## src/rtl/riscv_pkg.sv

```systemverilog
// Shared RISC-V encodings, ALU operation and core state types.
// Imported by the multicycle core and its ALU.
package riscv_pkg;

    // Instruction fields
    localparam int unsigned OPC_LSB = 0;
    localparam int unsigned RD_LSB  = 7;
    localparam int unsigned F3_LSB  = 12;
    localparam int unsigned RS1_LSB = 15;
    localparam int unsigned RS2_LSB = 20;
    localparam int unsigned F7_LSB  = 25;

    localparam logic [6:0] CLASS_LOAD   = 7'b0000011;
    localparam logic [6:0] CLASS_OP_IMM = 7'b0010011;
    localparam logic [6:0] CLASS_AUIPC  = 7'b0010111;
    localparam logic [6:0] CLASS_STORE  = 7'b0100011;
    localparam logic [6:0] CLASS_OP     = 7'b0110011;
    localparam logic [6:0] CLASS_LUI    = 7'b0110111;
    localparam logic [6:0] CLASS_BRANCH = 7'b1100011;
    localparam logic [6:0] CLASS_JALR   = 7'b1100111;
    localparam logic [6:0] CLASS_JAL    = 7'b1101111;

    localparam logic [2:0] F3_ADD  = 3'b000;
    localparam logic [2:0] F3_SLL  = 3'b001;
    localparam logic [2:0] F3_SLT  = 3'b010;
    localparam logic [2:0] F3_SLTU = 3'b011;
    localparam logic [2:0] F3_XOR  = 3'b100;
    localparam logic [2:0] F3_SRL  = 3'b101;
    localparam logic [2:0] F3_OR   = 3'b110;
    localparam logic [2:0] F3_AND  = 3'b111;

    localparam logic [2:0] F3_BEQ  = 3'b000;
    localparam logic [2:0] F3_BNE  = 3'b001;
    localparam logic [2:0] F3_BLT  = 3'b100;
    localparam logic [2:0] F3_BGE  = 3'b101;
    localparam logic [2:0] F3_BLTU = 3'b110;
    localparam logic [2:0] F3_BGEU = 3'b111;

    localparam logic [2:0] F3_MEM_W = 3'b010;
    localparam logic [2:0] F3_MEM_D = 3'b011;

    typedef enum logic [3:0] {
        ALU_ADD, ALU_SUB, ALU_SLL, ALU_SLT, ALU_SLTU,
        ALU_XOR, ALU_SRL, ALU_SRA, ALU_OR, ALU_AND
    } alu_op_t;

    typedef enum logic [1:0] {FETCH, EXECUTE, MEMORY, HALT} core_state_t;

    // alt selects SUB/SRA (instr[30])
    function automatic alu_op_t alu_op_decode(input logic [2:0] f3, input logic alt);
        case (f3)
            F3_ADD:  return alt ? ALU_SUB : ALU_ADD;
            F3_SLL:  return ALU_SLL;
            F3_SLT:  return ALU_SLT;
            F3_SLTU: return ALU_SLTU;
            F3_XOR:  return ALU_XOR;
            F3_SRL:  return alt ? ALU_SRA : ALU_SRL;
            F3_OR:   return ALU_OR;
            default: return ALU_AND;
        endcase
    endfunction

endpackage

```

## src/rtl/alu.sv

```systemverilog
// Combinational XLEN-wide integer ALU; also provides the branch compares.
module alu
    import riscv_pkg::*;
#(
    parameter int unsigned XLEN = 32
) (
    input  logic [XLEN-1:0] i_a,
    input  logic [XLEN-1:0] i_b,
    input  alu_op_t         i_op,
    output logic [XLEN-1:0] o_result
);

    localparam int unsigned SHW = $clog2(XLEN);

    logic [SHW-1:0] w_shamt;

    assign w_shamt = i_b[SHW-1:0];

    always_comb begin
        o_result = '0;
        case (i_op)
            ALU_ADD:  o_result = i_a + i_b;
            ALU_SUB:  o_result = i_a - i_b;
            ALU_SLL:  o_result = i_a << w_shamt;
            ALU_SLT:  o_result = {{(XLEN-1){1'b0}}, $signed(i_a) < $signed(i_b)};
            ALU_SLTU: o_result = {{(XLEN-1){1'b0}}, i_a < i_b};
            ALU_XOR:  o_result = i_a ^ i_b;
            ALU_SRL:  o_result = i_a >> w_shamt;
            ALU_SRA:  o_result = $unsigned($signed(i_a) >>> w_shamt);
            ALU_OR:   o_result = i_a | i_b;
            ALU_AND:  o_result = i_a & i_b;
            default:  o_result = '0;
        endcase
    end

endmodule

```

## src/rtl/multicycle_core.sv

```systemverilog
// Multi-cycle RV32I/RV64I integer core: FETCH -> EXECUTE [-> MEMORY] -> FETCH,
// halting on any illegal or misaligned operation until reset.
module multicycle_core
    import riscv_pkg::*;
#(
    parameter int unsigned     XLEN         = 32,
    parameter logic [XLEN-1:0] RESET_VECTOR = '0
) (
    input  logic            clk,
    input  logic            n_rst,
    output logic            imem_req,
    output logic [XLEN-1:0] imem_addr,
    input  logic            imem_ready,
    input  logic [31:0]     imem_rdata,
    output logic            dmem_req,
    output logic            dmem_we,
    output logic [XLEN-1:0] dmem_addr,
    output logic [XLEN-1:0] dmem_wdata,
    input  logic            dmem_ready,
    input  logic [XLEN-1:0] dmem_rdata,
    output logic            retire,
    output logic            halted
);

    localparam int unsigned ALN    = $clog2(XLEN / 8);
    localparam logic [2:0]  F3_MEM = (XLEN == 64) ? F3_MEM_D : F3_MEM_W;

    core_state_t     r_state;
    logic [XLEN-1:0] r_pc;
    logic [31:0]     r_instr;
    logic [XLEN-1:0] r_regs [32];
    logic            r_imem_req, r_dmem_req, r_dmem_we, r_retire, r_halted;
    logic [XLEN-1:0] r_dmem_addr, r_dmem_wdata;

    logic [6:0]      w_opcode, w_funct7;
    logic [4:0]      w_rd, w_rs1, w_rs2;
    logic [2:0]      w_funct3;
    logic [XLEN-1:0] w_rs1_val, w_rs2_val, w_pc_plus4;
    logic [XLEN-1:0] w_imm_i, w_imm_s, w_imm_b, w_imm_u, w_imm_j;
    logic [XLEN-1:0] w_alu_b, w_alu_res, w_target, w_wb_data, w_next_pc;
    alu_op_t         w_alu_op;
    logic            w_illegal, w_wb_en, w_is_mem, w_is_store, w_taken, w_sh_bad;

    assign w_opcode = r_instr[OPC_LSB +: 7];
    assign w_rd     = r_instr[RD_LSB +: 5];
    assign w_funct3 = r_instr[F3_LSB +: 3];
    assign w_rs1    = r_instr[RS1_LSB +: 5];
    assign w_rs2    = r_instr[RS2_LSB +: 5];
    assign w_funct7 = r_instr[F7_LSB +: 7];

    // x0 is never written, so it reads back as zero
    assign w_rs1_val  = r_regs[w_rs1];
    assign w_rs2_val  = r_regs[w_rs2];
    assign w_pc_plus4 = r_pc + XLEN'(4);

    assign w_imm_i = XLEN'($signed(r_instr[31:20]));
    assign w_imm_s = XLEN'($signed({r_instr[31:25], r_instr[11:7]}));
    assign w_imm_b = XLEN'($signed({r_instr[31], r_instr[7], r_instr[30:25], r_instr[11:8], 1'b0}));
    assign w_imm_u = XLEN'($signed({r_instr[31:12], 12'b0}));
    assign w_imm_j = XLEN'($signed({r_instr[31], r_instr[19:12], r_instr[20], r_instr[30:21], 1'b0}));

    assign w_sh_bad = (XLEN == 32) && r_instr[25];

    always_comb begin
        w_alu_op = ALU_ADD;
        w_alu_b  = w_rs2_val;
        case (w_opcode)
            CLASS_OP_IMM: begin
                w_alu_op = alu_op_decode(w_funct3, (w_funct3 == F3_SRL) && r_instr[30]);
                w_alu_b  = w_imm_i;
            end
            CLASS_OP:                w_alu_op = alu_op_decode(w_funct3, r_instr[30]);
            CLASS_JALR, CLASS_LOAD:  w_alu_b = w_imm_i;
            CLASS_STORE:             w_alu_b = w_imm_s;
            CLASS_BRANCH: w_alu_op = w_funct3[2] ? (w_funct3[1] ? ALU_SLTU : ALU_SLT) : ALU_XOR;
            default: ;
        endcase
    end

    alu #(.XLEN(XLEN)) u_alu (
        .i_a      (w_rs1_val),
        .i_b      (w_alu_b),
        .i_op     (w_alu_op),
        .o_result (w_alu_res)
    );

    // funct3[0] inverts the base compare: BNE/BGE/BGEU
    assign w_taken = (w_funct3[2] ? w_alu_res[0] : (w_alu_res == '0)) ^ w_funct3[0];

    always_comb begin
        w_illegal  = 1'b0;
        w_wb_en    = 1'b0;
        w_wb_data  = w_alu_res;
        w_next_pc  = w_pc_plus4;
        w_target   = w_pc_plus4;
        w_is_mem   = 1'b0;
        w_is_store = 1'b0;
        case (w_opcode)
            CLASS_OP_IMM: begin
                w_wb_en = 1'b1;
                if (w_funct3 == F3_SLL)
                    w_illegal = (r_instr[31:26] != 6'b0) || w_sh_bad;
                else if (w_funct3 == F3_SRL)
                    w_illegal = ({r_instr[31], r_instr[29:26]} != 5'b0) || w_sh_bad;
            end
            CLASS_OP: begin
                w_wb_en   = 1'b1;
                w_illegal = !((w_funct7 == 7'b0) || ((w_funct7 == 7'b0100000) &&
                              ((w_funct3 == F3_ADD) || (w_funct3 == F3_SRL))));
            end
            CLASS_LUI: begin
                w_wb_en   = 1'b1;
                w_wb_data = w_imm_u;
            end
            CLASS_AUIPC: begin
                w_wb_en   = 1'b1;
                w_wb_data = r_pc + w_imm_u;
            end
            CLASS_JAL: begin
                w_wb_en   = 1'b1;
                w_wb_data = w_pc_plus4;
                w_target  = r_pc + w_imm_j;
                w_next_pc = w_target;
                w_illegal = (w_target[1:0] != 2'b0);
            end
            CLASS_JALR: begin
                w_wb_en   = 1'b1;
                w_wb_data = w_pc_plus4;
                w_target  = {w_alu_res[XLEN-1:1], 1'b0};
                w_next_pc = w_target;
                w_illegal = (w_funct3 != 3'b0) || (w_target[1:0] != 2'b0);
            end
            CLASS_BRANCH: begin
                w_target = r_pc + w_imm_b;
                if ((w_funct3 == 3'b010) || (w_funct3 == 3'b011)) begin
                    w_illegal = 1'b1;
                end else if (w_taken) begin
                    w_next_pc = w_target;
                    w_illegal = (w_target[1:0] != 2'b0);
                end
            end
            CLASS_LOAD, CLASS_STORE: begin
                w_is_mem   = 1'b1;
                w_is_store = (w_opcode == CLASS_STORE);
                w_illegal  = (w_funct3 != F3_MEM) || (w_alu_res[ALN-1:0] != '0);
            end
            default: w_illegal = 1'b1;
        endcase
    end

    always_ff @(posedge clk) begin
        if (!n_rst) begin
            r_state      <= FETCH;
            r_pc         <= RESET_VECTOR;
            r_instr      <= '0;
            r_imem_req   <= 1'b0;
            r_dmem_req   <= 1'b0;
            r_dmem_we    <= 1'b0;
            r_dmem_addr  <= '0;
            r_dmem_wdata <= '0;
            r_retire     <= 1'b0;
            r_halted     <= 1'b0;
            for (int i = 0; i < 32; i++) r_regs[i] <= '0;
        end else begin
            r_retire <= 1'b0;
            case (r_state)
                FETCH: begin
                    if (r_imem_req && imem_ready) begin
                        r_instr    <= imem_rdata;
                        r_imem_req <= 1'b0;
                        r_state    <= EXECUTE;
                    end else begin
                        r_imem_req <= 1'b1;
                    end
                end
                EXECUTE: begin
                    if (w_illegal) begin
                        r_state  <= HALT;
                        r_halted <= 1'b1;
                    end else if (w_is_mem) begin
                        r_dmem_req   <= 1'b1;
                        r_dmem_we    <= w_is_store;
                        r_dmem_addr  <= w_alu_res;
                        r_dmem_wdata <= w_rs2_val;
                        r_state      <= MEMORY;
                    end else begin
                        if (w_wb_en && (w_rd != 5'd0)) r_regs[w_rd] <= w_wb_data;
                        r_pc       <= w_next_pc;
                        r_retire   <= 1'b1;
                        r_imem_req <= 1'b1;
                        r_state    <= FETCH;
                    end
                end
                MEMORY: begin
                    if (r_dmem_req && dmem_ready) begin
                        if (!r_dmem_we && (w_rd != 5'd0)) r_regs[w_rd] <= dmem_rdata;
                        r_pc       <= w_pc_plus4;
                        r_retire   <= 1'b1;
                        r_dmem_req <= 1'b0;
                        r_imem_req <= 1'b1;
                        r_state    <= FETCH;
                    end
                end
                default: ;
            endcase
        end
    end

    assign imem_req   = r_imem_req;
    assign imem_addr  = r_pc;
    assign dmem_req   = r_dmem_req;
    assign dmem_we    = r_dmem_we;
    assign dmem_addr  = r_dmem_addr;
    assign dmem_wdata = r_dmem_wdata;
    assign retire     = r_retire;
    assign halted     = r_halted;

endmodule

```

## config.mk

```make
export PLATFORM = sky130hd
export DESIGN_NAME = multicycle_core
export DESIGN_NICKNAME = d
export VERILOG_FILES = /design/src/rtl/riscv_pkg.sv /design/src/rtl/alu.sv /design/src/rtl/multicycle_core.sv
export SDC_FILE = /design/constraint.sdc
export NUM_CORES = 2
export LEC_CHECK = 0
export BUFFER_PORTS_ARGS = -buffer_cell sky130_fd_sc_hd__buf_2
export CORE_MARGIN = 1
export CORE_UTILIZATION = 40
export DETAILED_ROUTE_END_ITERATION = 6
export GPL_TIMING_DRIVEN = 0
export PLACE_DENSITY = 0.55
export SYNTH_ARGS = -nofsm -noshare
export SYNTH_HDL_FRONTEND = slang
export SYNTH_SLANG_ARGS = --single-unit
```

## constraint.sdc

```tcl
create_clock -name clk -period 14 [get_ports clk]
set_clock_uncertainty 0.05 [all_clocks]
set_input_delay 0 -clock clk [delete_from_list [all_inputs] [get_ports clk]]
set_output_delay 0 -clock clk [all_outputs]
set_load 0.02 [all_outputs]
```

==> reports/metrics.csv <==
metric,value,unit
Leakage,0.0316,uW
"Core Util, Final",0.463,
Synth Warn #,0,
Avg Inst Size Synth,10.8,sq um
clk slew on worst S/H paths,0.06,ns
Fin Hold WS,0.0505,ns
post-synthesis cell area,75300,sq um
period utilization,1.03,
"Clk Latency, worst-skew pair",0.86,ns
fraction of layout cells with a size suffix above 1,0.152,
Reg area,33600,sq um
Synth Area in Compound Gates,0.122,
cell area power density,207,nW/um^2
Startpoint Class,register,
Die Height,436,um
Worst-Margin Slew,1.66,ns
CP max-delay cell,clkdlybuf4s15_1,
Synth Instances,6975,
CTS tree,built,
"FFs w/ async S/R, synth",0,
largest family of logic cells by synthesized area,multiplexers,
WS Path Type,reg2reg,
root buf cell,clkbuf_16,
met2 Use GR,0.679,
failing checks,"design-rule violations, max-capacitance violations, max-slew violations, negative setup slack",
clock sink count,1168,
"most used cell, CP",buf_2,
ys flop type,edfxtp_1,
GRT met3 Usage,0.130,
final worst setup slack,-0.419,ns
Routability Congestion,1.06,
sequential fraction of the synthesis area,0.446,
initial antenna violation count,38,
core area,186000,sq um
H-tree levels,4,
count of flip-flops with a built-in enable after synthesis,1024,
Post-Synth XOR/XNOR Area,0.0136,
num rows,158,
Final setup viols,629,
"Req. time, crit path",14.53,ns
status,"complete, but fails checks",
final hold viol count,0,
Tot GR Track Use,0.448,
Initial Utilization,0.405,
initial DRC count,11000,
relative slew slack,-0.104,
post-synthesis mux area share,0.173,
peak supply drop,0.000159,V
final slew viol count,59,
Congestion Overflow GR,0,
first-pass GRT wire length,578000,um
via count,69900,
register bit count reported by yosys,1168,
maxcap violations,10,
GR Layer Usage met1,0.536,
filler instances,17700,
DRC viols,6,
Setup crit end kind,register,
clock period minus worst slack,14.42,ns
crit-path max cell delay,0.79,ns
Post-Place Setup Slack,-1.27,ns
Detailed Routing Iterations Pass 1,7,
pin count of the biggest net entering global routing,33,
number of distinct library cells after synthesis,106,
vias in the first global route,65700,
Final nets,7678,
Highest Clock Rate,69.4,MHz
CP Data Arrival Time,14.95,ns
HP Class,in2reg,
IO buf count,166,
CTS Buf Count,140,
Ports,169,
Max Root-Sink Buffers,3,
post-synthesis adder-cell area fraction,0.0274,
Most Crowded Layer GR,met2,
final wirelength,439000,um
Die ar.,190000,sq um
Reg2Reg Depth,34,
wire length per cell,43.7,um
Synth Area in Simple Gates,0.169,
crit-path max FO,20,
WHS Path Cells,4,
post-detail-place hpwl,335000,um
Area growth syn-to-layout,14.5,%
Die W,436,um
DR vias/cell,6.94,
"antenna viol nets, final",0,
multi-input logic area,38500,sq um
==> cell families after synthesis <==
kind of cell,after synthesis
simple gates,2446
compound gates,1366
flops,1168
mux,914
buf+inv,801
fa+ha+maj,162
xor+xnor,117
other cells,1
==> cell usage in the layout (no fill, tap or decap), drive strengths merged, types with 24 or more instances in the layout <==
cell type and count:
edfxtp 1024, xor2 43, nand4 40, inv 136, o21ai 212, conb 33, a22oi 181, nor2 507
a31oi 42, nor2b 437, a21oi 357, nand3 188, clkbuf 611, clkinv 66, o211ai 42, a211oi 34
o21bai 33, and3 499, mux2i 564, o21a 24, nand2 371, a21o 48, mux2 47, nor3 225
buf 457, xnor2 74, and2 37, a221oi 43, o22ai 95, dlygate4sd3 73, o221ai 33, ha 157
dfxtp 144, mux4 303, or2 28, nand2b 32
==> worst paths after layout <==
path	from	endpoint	slack [ns]
worst max-delay path	register	r_regs[12][4]$_SDFFCE_PN0P_	-0.42
worst min-delay path	imem_rdata[14]	r_instr[14]$_SDFFE_PN0P_	0.05
worst max register to register	register	r_regs[12][4]$_SDFFCE_PN0P_	-0.42
worst min register to register	dmem_addr[0]$_SDFFE_PN0P_	dmem_addr[0]$_SDFFE_PN0P_	0.42
==> sequential cells by signal, summed over array words and instances, names as in the netlist, 2 cells and up, named ones only <==
| register | count |
|---|---|
| dmem_addr | 32 |
| r_state | 2 |
| imem_addr | 31 |
| r_instr | 32 |
| dmem_wdata | 32 |
| r_regs | 1024 |
==> power by group <==
group | total, uW | internal [uW] | switching (uW)
Clock | 3760 | 2070 | 1700
Sequential | 4120 | 3920 | 192
Combinational | 9940 | 2540 | 7400
==> repair_timing <==
item,in CTS,in global routing
setup buffers,5,4
pin swaps,5,3
endpoints found under the setup margin,1989,1040
hold buffers,73,0
gates resized for setup,12,13
hold endpoints to repair,84,0
==> layer usage <==
layer | routed length (um) | share of wire | up-vias
met3 | 53100 | 0.12 | 1565
met1 | 155000 | 0.35 | 35000
li1 | - | - | 27400
met2 | 190000 | 0.43 | 5849
met4 | 40700 | 0.093 | 14
met5 | 88 | 0.00020 | -
==> worst max-delay path: cells and delay by family (launching register included) <==
family / cells / cell delay [ns]
AOI/OAI and AO/OA: 14 / 5.40
buffers and inverters: 11 / 4.98
and+or+nand+nor: 7 / 2.18
DFF: 1 / 0.71
muxes: 1 / 0.47
adders and majority gates: 1 / 0.21
==> area by class of cell <==
type,instances,share of cell area
antenna,23,0.000667
buffer,666,0.0377
clock buffer,174,0.0428
clock inverter,82,0.0102
inverter,131,0.00570
multi-input combinational,5038,0.447
sequential,1168,0.390
tap,2480,0.0360
timing repair buffer,303,0.0306
==> cells in the mapped netlist (188+ instances only) <==
cell / n / share of area
mux2i_1: 563 / 0.075
edfxtp_1: 1024 / 0.41
mux4_2: 303 / 0.091
o21ai_0: 196 / 0.013
a21oi_1: 356 / 0.024
nor2b_1: 437 / 0.036
nor2_1: 507 / 0.025
nor3_1: 222 / 0.015
and3_1: 499 / 0.041
clkbuf_1: 432 / 0.022
nand2_1: 369 / 0.018
nand3_1: 188 / 0.012
==> stage by stage <==
| stage | std cells | TNS [ns] | power [uW] | area (sq um) |
|---|---|---|---|---|
| floorplan | 7007 | 0 | 8670 | 75500 |
| CTS | 10000 | 0 | 17100 | 86100 |
| detailed placement | 9706 | -1170.26 | 13400 | 80800 |
| global route | 10000 | -0.000364 | 17800 | 86200 |
| finish | 10100 | -129.59 | 17800 | 86300 |
| global placement | 9653 | -9746.74 | 13300 | 79400 |
Note: power is estimated with default switching activity, not from simulation.
